$ cat config.mk
export PLATFORM = sky130hd
export DESIGN_NAME = pipe_field_collision
export DESIGN_NICKNAME = d
export VERILOG_FILES = /design/src/rtl/pipe_field_collision.sv
export SDC_FILE = /design/constraint.sdc
export NUM_CORES = 1
export LEC_CHECK = 0
export CORE_MARGIN = 4
export CORE_UTILIZATION = 40
export DETAILED_ROUTE_END_ITERATION = 8
export GPL_TIMING_DRIVEN = 0
export HOLD_SLACK_MARGIN = 0.1
export PLACE_DENSITY = 0.72
export SLEW_MARGIN = 20
export SYNTH_ARGS = -nofsm -noshare
export SYNTH_HDL_FRONTEND = slang
export SYNTH_SLANG_ARGS = --single-unit
$ cat constraint.sdc
create_clock -name clock -period 19.2 [get_ports clock]
set_input_delay 3.84 -clock clock [delete_from_list [all_inputs] [get_ports clock]]
set_output_delay 3.84 -clock clock [all_outputs]
set_load 0.005 [all_outputs]
$ cat src/rtl/pipe_field_collision.sv
// Pipe obstacle generator, field scroller, collision and score logic.
// Define PIPE_LFSR_EN to draw gap positions from a 16-bit LFSR instead of the fixed 3,6,9,6 cycle.
module pipe_field_collision #(
    parameter int COLS       = 16,
    parameter int BIRD_COL   = 2,
    parameter int TICK_W     = 10,
    parameter int SPACING    = 5,
    parameter int GAP        = 4,
    parameter int DEAD_TICKS = 4
) (
    input  logic               clock,
    input  logic               reset,
    input  logic               start,
    input  logic [15:0]        bird_row,
    output logic [COLS*16-1:0] field,
    output logic               die,
    output logic               running,
    output logic [7:0]         score
);

    localparam int SW = (SPACING > 1) ? $clog2(SPACING) : 1;
    localparam int DW = $clog2(DEAD_TICKS + 1);
    localparam logic [15:0] GAP_ONES = 16'((1 << GAP) - 1);
    localparam logic [SW-1:0] SPAWN_LAST = SW'(SPACING - 1);
    localparam logic [DW-1:0] DEAD_LAST = DW'(DEAD_TICKS - 1);

    typedef enum logic [1:0] {
        IDLE,
        RUN,
        DEAD
    } state_t;

    state_t state;
    logic [TICK_W-1:0] tick_cnt;
    logic [SW-1:0] spawn_cnt;
    logic [DW-1:0] dead_cnt;
    logic [15:0] bird_col;
    logic [15:0] new_col;
    logic [3:0] g;
    logic tick;
    logic hit;
    logic scroll;
    logic spawn_now;
    logic restart;

    assign tick      = &tick_cnt;
    assign bird_col  = field[BIRD_COL*16 +: 16];
    assign hit       = (state == RUN) && ((|(bird_col & bird_row)) || (bird_row == 16'h0000));
    assign scroll    = (state == RUN) && start && tick && !hit;
    assign spawn_now = (spawn_cnt == SPAWN_LAST);
    assign restart   = (state == IDLE) && start;
    assign new_col   = spawn_now ? ~(GAP_ONES << g) : 16'h0000;
    assign running   = (state == RUN);

`ifdef PIPE_LFSR_EN
    logic [15:0] lfsr;
    logic fb;

    assign fb = lfsr[15] ^ lfsr[13] ^ lfsr[12] ^ lfsr[10];
    assign g  = {1'b0, lfsr[2:0]} + 4'd2;

    always_ff @(posedge clock or posedge reset) begin
        if (reset) begin
            lfsr <= 16'hACE1;
        end else if (scroll && spawn_now) begin
            lfsr <= {lfsr[14:0], fb};
        end
    end
`else
    logic [1:0] gidx;

    always_comb begin
        g = 4'd3;
        unique case (gidx)
            2'd0: g = 4'd3;
            2'd1: g = 4'd6;
            2'd2: g = 4'd9;
            default: g = 4'd6;
        endcase
    end

    // First spawn of every game starts the cycle at gap row 3
    always_ff @(posedge clock or posedge reset) begin
        if (reset) begin
            gidx <= 2'd0;
        end else if (restart) begin
            gidx <= 2'd0;
        end else if (scroll && spawn_now) begin
            gidx <= gidx + 2'd1;
        end
    end
`endif

    always_ff @(posedge clock or posedge reset) begin
        if (reset) begin
            state     <= IDLE;
            field     <= '0;
            die       <= 1'b0;
            score     <= 8'd0;
            tick_cnt  <= '0;
            spawn_cnt <= '0;
            dead_cnt  <= '0;
        end else begin
            die      <= hit;
            tick_cnt <= tick_cnt + 1'b1;
            unique case (state)
                IDLE: begin
                    field <= '0;
                    if (start) begin
                        state     <= RUN;
                        score     <= 8'd0;
                        spawn_cnt <= '0;
                    end
                end
                RUN: begin
                    if (hit) begin
                        state    <= DEAD;
                        dead_cnt <= '0;
                    end else if (scroll) begin
                        field <= {new_col, field[COLS*16-1:16]};
                        spawn_cnt <= spawn_now ? '0 : spawn_cnt + 1'b1;
                        if (bird_col != 16'h0000 && score != 8'hFF) begin
                            score <= score + 8'd1;
                        end
                    end
                end
                DEAD: begin
                    if (tick) begin
                        if (dead_cnt == DEAD_LAST) begin
                            state    <= IDLE;
                            field    <= '0;
                            dead_cnt <= '0;
                        end else begin
                            dead_cnt <= dead_cnt + 1'b1;
                        end
                    end
                end
                default: state <= IDLE;
            endcase
        end
    end

endmodule

After elaboration in Yosys (flattened, before gate mapping)

Cells that the tools add are included.

Bits of input ports: 19
Logic and storage cells: 81
Register bits: 285

Equality and inequality tests: 13
Add/subtract/negate cells: 5
Shifts and indexed selects: 1
Multiplexer cells: 28
Reductions and logical operators: 24
Bitwise gates (word level): 2

Operators with widths:

| kind                                             | count |
|---|---|
| two-way mux 256 bit                              | 4 |
| one-hot mux 256 bit (3 select lines)             | 1 |
| two-way mux 8 bit                                | 4 |
| two-way mux 3 bit                                | 7 |
| AND 16 bit                                       | 1 |
| zero test 16 bit                                 | 1 |
| two-way mux 16 bit                               | 1 |
| NOT 16 bit                                       | 1 |
| one-hot mux 8 bit (2 select lines)               | 1 |
| nonzero test 16 bit                              | 1 |
| OR reduction 16 bit                              | 1 |
| << shifter 4 x 4 -> 16 bit, first input constant | 1 |
| two-way mux 2 bit                                | 6 |
| one-hot mux 3 bit (2 select lines)               | 2 |
| adder 10 x 1 -> 10 bit, second input constant    | 1 |
| AND reduction 10 bit                             | 1 |
| AND reduction 5 bit                              | 2 |
| adder 8 x 1 -> 8 bit, second input constant      | 1 |
| inequality test 2 bit, second input constant     | 4 |
| inequality test 8 bit, second input constant     | 1 |
| one-hot mux 4 bit (2 select lines)               | 1 |
| AND reduction 4 bit                              | 2 |
| logical AND 1 bit                                | 7 |
| adder 3 x 1 -> 3 bit, second input constant      | 2 |
| other kinds (13)                                 | 19 |

Logic depth before layout (Yosys ltp)

Gate-level depths: netlist of the first run.

Depth in word-level cells: 9
Depth in mapped cells: 10
Mapped depth without buffers: 6

Least setup slack after synthesis of the first run

Ideal clock, no wire load.

Path type: input to register
From: in bird_row[0]
To: reg field[101]
Data arrival time: 5.470 ns
Library setup time: 0.122 ns
Path slack: 13.608 ns
Cell stages on the path: 8
Cells stage by stage: a22oi_1 > nand2_1 > or4b_1 > or2_1 > buf_6 > buf_6 > buf_6 > a32o_1

Word-level cells in the longest chain between the ends: 8
Elaborated cells on any way between the ends: 10
Those cells by class: eq/ne (2); bitwise (1); reduce/logical (7)

RTL lines:

| what                                            | RTL line | source |
|---|---|---|
| start, declared                                 | 14       | `input logic [15:0] bird_row,` |
| AND 16 bit                                      | 48       | `assign hit = (state == RUN) && ((\|(bird_col & bird_row)) \|\| (bird_row == 16'h0000));` |
| OR reduction 16 bit                             | 48       |  |
| logical OR 1 bit *                              | 48       |  |
| logical AND 1 bit *                             | 48       |  |
| zero test 1 bit                                 | 49       | `assign scroll = (state == RUN) && start && tick && !hit;` |
| logical AND 1 bit                               | 49       |  |
| inequality test 2 x 1 -> 1 bit (no source line) | --       |  |
| AND reduction 5 bit (no source line) *          | --       |  |
| end signal, assigned                            | 120      | `field <= {new_col, field[COLS*16-1:16]};` |
| end, declared                                   | 15       | `output logic [COLS*16-1:0] field,` |

Every way passes the cells marked *; elsewhere a longest branch is shown, timed or not.
A chain may end at the register's enable or synchronous reset.

Final worst setup path of the first run

From: reg state[1]
To: out running

Word-level cells in the longest chain between the ends: 1

RTL lines:

| what                         | RTL line | source |
|---|---|---|
| start, declared              | 33       | `state_t state;` |
| start signal, assigned       | 96       | `state <= IDLE;` |
| start signal, assigned       | 110      | `state <= RUN;` |
| start signal, assigned       | 117      | `state <= DEAD;` |
| equality test 2 x 1 -> 1 bit | 53       | `assign running = (state == RUN);` |
| end, declared                | 17       | `output logic running,` |

Every way passes these cells.

==> flow_metrics.tcl, run 1 <==
set metrics [dict create \
    powerDensity_nw_per_um2 64.64 \
    num_rows 52 \
    clock_sinks 189 \
    synthDistinctLibCells 49 \
    ctsHoldBuffers 0 \
    finalNetCount 1003 \
    grt_pass1_wl_um 40050 \
    clock_skew_ns 0.01770 \
    final_cell_mix "clkdlybuf4s50_1, dfrtp_1, a32o_1" \
    critical_path_required_ns 15.36 \
    die_h_um 153.2 \
    htree_num_levels 4 \
    synth_xor_area_share_pct 0.8314 \
    synth-adder-area-share_pct 1.336 \
    antenna-diode-count 0 \
    leakage_nw 5.301 \
    maxSlewHeadroom_pct 31.71 \
    drt-vias-per-instance 5.552 \
    core_um2 20490 \
    cts_buffers 17 \
    reg2reg_depth 10 \
    drv_cap 0 \
    period_share_pct 32.19 \
    rsz0062_at_grt "false" \
    track_usage_pct 21.00 \
    hpwl_um 18700 \
    arrival_ns 2.34 \
    start_util_pct 41.12 \
    ys_seq_area_share_pct 56.12 \
    multi_input_area_um2 2616 \
    ir_drop_mv 0.07224 \
    hp-class "flip-flop to flip-flop" \
    synth_nets 699 \
    dr.pass1.iters 5 \
    grt-ovfl-total 0 \
    wl_per_cell_um 20.14 \
    min_path_cells 1 \
    setup_viol 0 \
    finish.utilization_pct 59.64 \
    dr.first_iter.drc_count 483 \
    synth_mux_area_share_pct 0.4751 \
    avgSynthCellArea_um2 12.56 \
    crit_fanout 10 \
    syn_inst 671 \
    synth_area_um2 8428 \
    drc 0 \
    hold_viol_final 0 \
    ys_warn_count 0 \
    post_cts_resized 0 \
    synthDominantCellAreaShare_pct 56.12 \
    clkTransAtPathRegs_ns 0.07 \
    end_kind "output pin" \
    layout_commonest_cell "clkdlybuf4s50_1" \
    slew_violations 0 \
    max_freq_ghz 0.1618 \
    fill_cells 1760 \
    grt_pass1_vias 6890 \
    synth_edf_count 0 \
    synth_seq_cells 189 \
    vias 6984 \
    post_cts.repair.setup_buffers 0 \
    gp_congestion 0.8274 \
    wl_um 25330 \
    area_growth_pct 45.03 \
    finalNonFillerCells 1258 \
    crit_path_start_kind "flip-flop" \
    synth_compound_area_share_pct 21.42 \
    synth-simple-area-share_pct 6.903 \
    pin_count 285 \
    post-synth-top-area-cell "dfrtp_1" \
    cts-root-buf "clkbuf_16" \
    regArea_um2 4730 \
    tightest_slew_ns 1.017 \
    clk_latency_ns 0.42 \
    synth_top_family_by_area "compound AO/OA/AOI/OAI gates" \
    cts_tree "built" \
    place_inst 1226 \
    die_w_um 153.2 \
    status "completed" \
    finalPower_mw 0.7901 \
    period_minus_slack_ns 6.180 \
    ant_nets 0 \
    tns_ns 0 \
    grt_max_degree 107 \
    ys.flop_type "dfrtp_1" \
    antenna_found_initial 0 \
    io_buffer_count 284 \
    async_flop_share_pct 100.0 \
    crit_type "flip-flop to output pin" \
    synth_area_leaders "dfrtp_1, a32o_1, buf_4" \
    dieArea_um2 23460 \
    cts.path.max_buffers 2 \
    drive_gt1_share_pct 16.30 \
]
-- Yosys cell counts, types with 3 or more instances --
cell type    n
a22oi_1      3
a32o_1     153
buf_2        5
buf_4      107
buf_6        9
clkbuf_1    30
dfrtp_1    189
ha_1         9
inv_1       11
mux2i_1      4
nand2_1     30
nand2b_1     6
nand3_1     17
nand4_1      7
nor2_1       8
nor3_1       5
nor4_1       9
o211ai_1     5
o21ai_0     15
o22ai_1      4
o311ai_0     4
or4_1        4
xnor2_1      5
xor2_1       3
-- worst paths after layout --
path                                  start          end  slack [ns]
worst max-delay path               state[1]      running       13.02
worst min-delay path            tick_cnt[0]  tick_cnt[0]        0.46
worst max register to register  tick_cnt[0]     score[1]       16.21
worst min register to register  tick_cnt[0]  tick_cnt[0]        0.46
max in group asynchronous             reset   field[223]       14.34
min in group asynchronous             reset    field[78]        3.94
-- sequential cells by signal, indices dropped and copies added (netlist names) --
name	count
dead_cnt	3
die	1
field	160
gidx	2
score	8
spawn_cnt	3
state	2
tick_cnt	10
-- stage by stage --
step	hold WS (ns)	setup slack [ns]	area, µm²
floorplan	0.4224	10.22	8428
detailed placement	0.4472	12.77	11650
global route	0.5043	12.84	12220
finish	0.4583	13.02	12220
CTS	0.4582	13.00	12220
global placement	0.4359	7.723	11610
-- cell type report --
class                      instances  area share (%)
clock inverter                    12           1.034
inverter                          11          0.3992
multi-input combinational        319           21.40
timing repair buffer             285           23.48
tap                              270           2.764
sequential                       189           38.69
clock buffer                      20           3.654
buffer                           152           8.568
-- power breakdown --
part / switching [mW] / total (mW) / internal, mW
clock: 0.159 / 0.345 / 0.186
sequential: 0.00225 / 0.403 / 0.401
combinational: 0.0294 / 0.0417 / 0.0123
total: 0.191 / 0.790 / 0.599
-- kinds of logic after synthesis --
kind of cell             after synthesis
AO/OA/AOI/OAI                        194
flip-flops                           189
buffers and inverters                163
AND/OR/NAND/NOR                      104
adder cells (fa/ha/maj)                9
XOR/XNOR                               8
multiplexers                           4
-- worst max-delay path, stage by stage, from the launching register on --
cell	delay (ns)
dfrtp_1	0.40
nand2b_1	0.14
clkbuf_1	0.26
inv_1	0.18
clkbuf_1	0.35
clkdlybuf4s50_1	0.58
-- metal layers --
layer	routed length, µm	vias up	share of wire, %	track usage, %
li1	-	3144	-	-
met1	10850	3551	43	28.46
met2	12640	266	50	34.96
met3	1545	23	6.1	4.326
met4	300	0	1.2	4.837
met5	0	-	0	0
(Power assumes the default switching activity.)
==> run 2, diff against run 1 <==
--- a/config.mk
+++ b/config.mk
@@ -10,7 +10,7 @@
 export DETAILED_ROUTE_END_ITERATION = 8
 export GPL_TIMING_DRIVEN = 0
 export HOLD_SLACK_MARGIN = 0.1
-export PLACE_DENSITY = 0.72
+export PLACE_DENSITY = 0.74
 export SLEW_MARGIN = 20
 export SYNTH_ARGS = -nofsm -noshare
 export SYNTH_HDL_FRONTEND = slang
==> constraint.sdc (replaced) <==
create_clock -name clock -period 5.45 [get_ports clock]
set_input_delay 1.09 -clock clock [delete_from_list [all_inputs] [get_ports clock]]
set_output_delay 1.09 -clock clock [all_outputs]
set_load 0.005 [all_outputs]
==> flow_metrics.tcl, run 2 (synthesis results as in run 1) <==
set metrics [dict create \
    top_layer_used "met4" \
    crit_fanout 10 \
    start_util_pct 41.12 \
    critical_path_required_ns 4.36 \
    final_cell_mix "clkdlybuf4s50_1, dfrtp_1, a32o_1" \
    track_usage_pct 21.25 \
    drt-vias-per-instance 5.595 \
    drv_cap 0 \
    top_register "field" \
    period_share_pct 63.10 \
    crit_path_max_incr_delay_ns 0.59 \
    post_cts_resized 0 \
    ant_nets 0 \
    end_kind "output pin" \
    tns_ns 0 \
    regArea_um2 4730 \
    gp_congestion 0.8198 \
    drc 0 \
    cts-root-buf "clkbuf_16" \
    dieArea_um2 23460 \
    met1_length_um 10620 \
    clkTransAtPathRegs_ns 0.07 \
    finalNonFillerCells 1263 \
    status "completed" \
    core_um2 20490 \
    crit_path_start_kind "flip-flop" \
    arrival_ns 2.35 \
    io_buffer_count 284 \
    drive_gt1_share_pct 16.92 \
    vias 7066 \
    dr_wl_met2_um 12450 \
    setup_viol 0 \
    crit_slowest_cell "clkdlybuf4s50_1" \
    antenna-diode-count 0 \
    layout_commonest_cell "clkdlybuf4s50_1" \
    antenna_found_initial 0 \
    wl_um 25280 \
    powerDensity_nw_per_um2 226.4 \
    period_minus_slack_ns 3.439 \
    place_inst 1231 \
    cts_buffers 17 \
    crit_chain "nand2b_1, clkbuf_1, inv_1, clkbuf_1, clkdlybuf4s50_1" \
    rsz0062_at_grt "false" \
    cts.path.max_buffers 2 \
    maxSlewHeadroom_pct 28.71 \
    hp-class "flip-flop to flip-flop" \
    grt_pass1_vias 6937 \
    hpwl_um 19090 \
    multi_input_area_um2 2616 \
    clock_skew_ns 0.01092 \
    cts_tree "built" \
    dr.pass1.iters 6 \
    cp-startpoint "state[1]" \
    rr_startpoint "tick_cnt[1]" \
    min_path_cells 1 \
    cpMostUsedCell "clkbuf_1" \
    clock_sinks 189 \
    area_growth_pct 46.30 \
    post_cts.repair.setup_buffers 0 \
    dr.first_iter.drc_count 460 \
    leakage_nw 5.362 \
    fill_cells 1782 \
    largest_reg_flops 160 \
    grt_pass1_wl_um 40330 \
    max_freq_ghz 0.2908 \
    pin_count 285 \
    tightest_slew_ns 1.061 \
    wl_met3_um 1741 \
    htree_num_levels 4 \
    reg2reg_depth 10 \
    ir_drop_mv 0.2002 \
    die_h_um 153.2 \
    reg_top3 "field: 160 flops, tick_cnt: 10 flops, score: 8 flops" \
    finalNetCount 1008 \
    clk_latency_ns 0.43 \
    crit_type "flip-flop to output pin" \
    ctsHoldBuffers 0 \
    die_w_um 153.2 \
    grt_max_degree 34 \
    wl_per_cell_um 20.01 \
    slew_violations 0 \
    num_rows 52 \
    grt-ovfl-total 0 \
    min_from "tick_cnt[0]" \
    hold_viol_final 0 \
]
run 2: changes by cell type in the layout (fill, tap and decap cells not counted), sizes merged:
cell / previous run / this run
buf: 122 / 127
clkinvlp: 4 / 2
clkbuf: 51 / 48
clkinv: 2 / 5
inv: 16 / 18
run 2: layout make-up:
class                           instances  share of cell area, %
Sequential cell                       189                  38.36
Timing Repair Buffer                  290                  24.15
Multi-Input combinational cell        319                  21.22
Buffer                                152                  8.493
Clock buffer                           17                  3.450
Tap cell                              270                  2.740
Clock inverter                         15                  1.228
Inverter                               11                 0.3653
run 2: worst max-delay path, delay by kind of cell (launching register included):
| kind | cells | cell delay [ns] |
|---|---|---|
| buffers and inverters | 4 | 1.37 |
| flip-flops | 1 | 0.41 |
| AND/OR/NAND/NOR | 1 | 0.15 |
run 2: power by group:
group          switching, mW  internal, mW  leakage, nW
combinational          0.103        0.0502         2.49
clock                  0.571         0.647        0.285
sequential           0.00807          1.41         2.59
total                  0.683          2.11         5.36
run 2: layer usage:
metal | vias up | GRT usage [%]
met3 | 33 | 4.806
met5 | - | 0
li1 | 3175 | -
met2 | 290 | 35.50
met1 | 3568 | 27.91
met4 | 0 | 6.025
run 2: path summary, 6_finish.rpt:
path | to | slack, ns
setup / recovery | running | 2.01
hold / removal | tick_cnt[0] | 0.45
setup reg to reg | score[1] | 2.43
hold reg to reg | tick_cnt[0] | 0.45
max in group asynchronous | field[255] | 3.58
min in group asynchronous | field[98] | 1.07
run 2: per-stage QoR:
step	total power, mW	utilization (%)	hold slack, ns	setup WS (ns)	cell area (µm²)
floorplan	1.541	-	0.4224	1.926	8432
global placement	1.588	56.66	0.4350	0.4154	11610
detailed placement	1.603	57.35	0.4418	1.747	11750
CTS	2.819	60.16	0.4516	1.970	12330
global route	2.898	60.16	0.4650	1.838	12330
finish	2.792	60.16	0.4470	2.011	12330
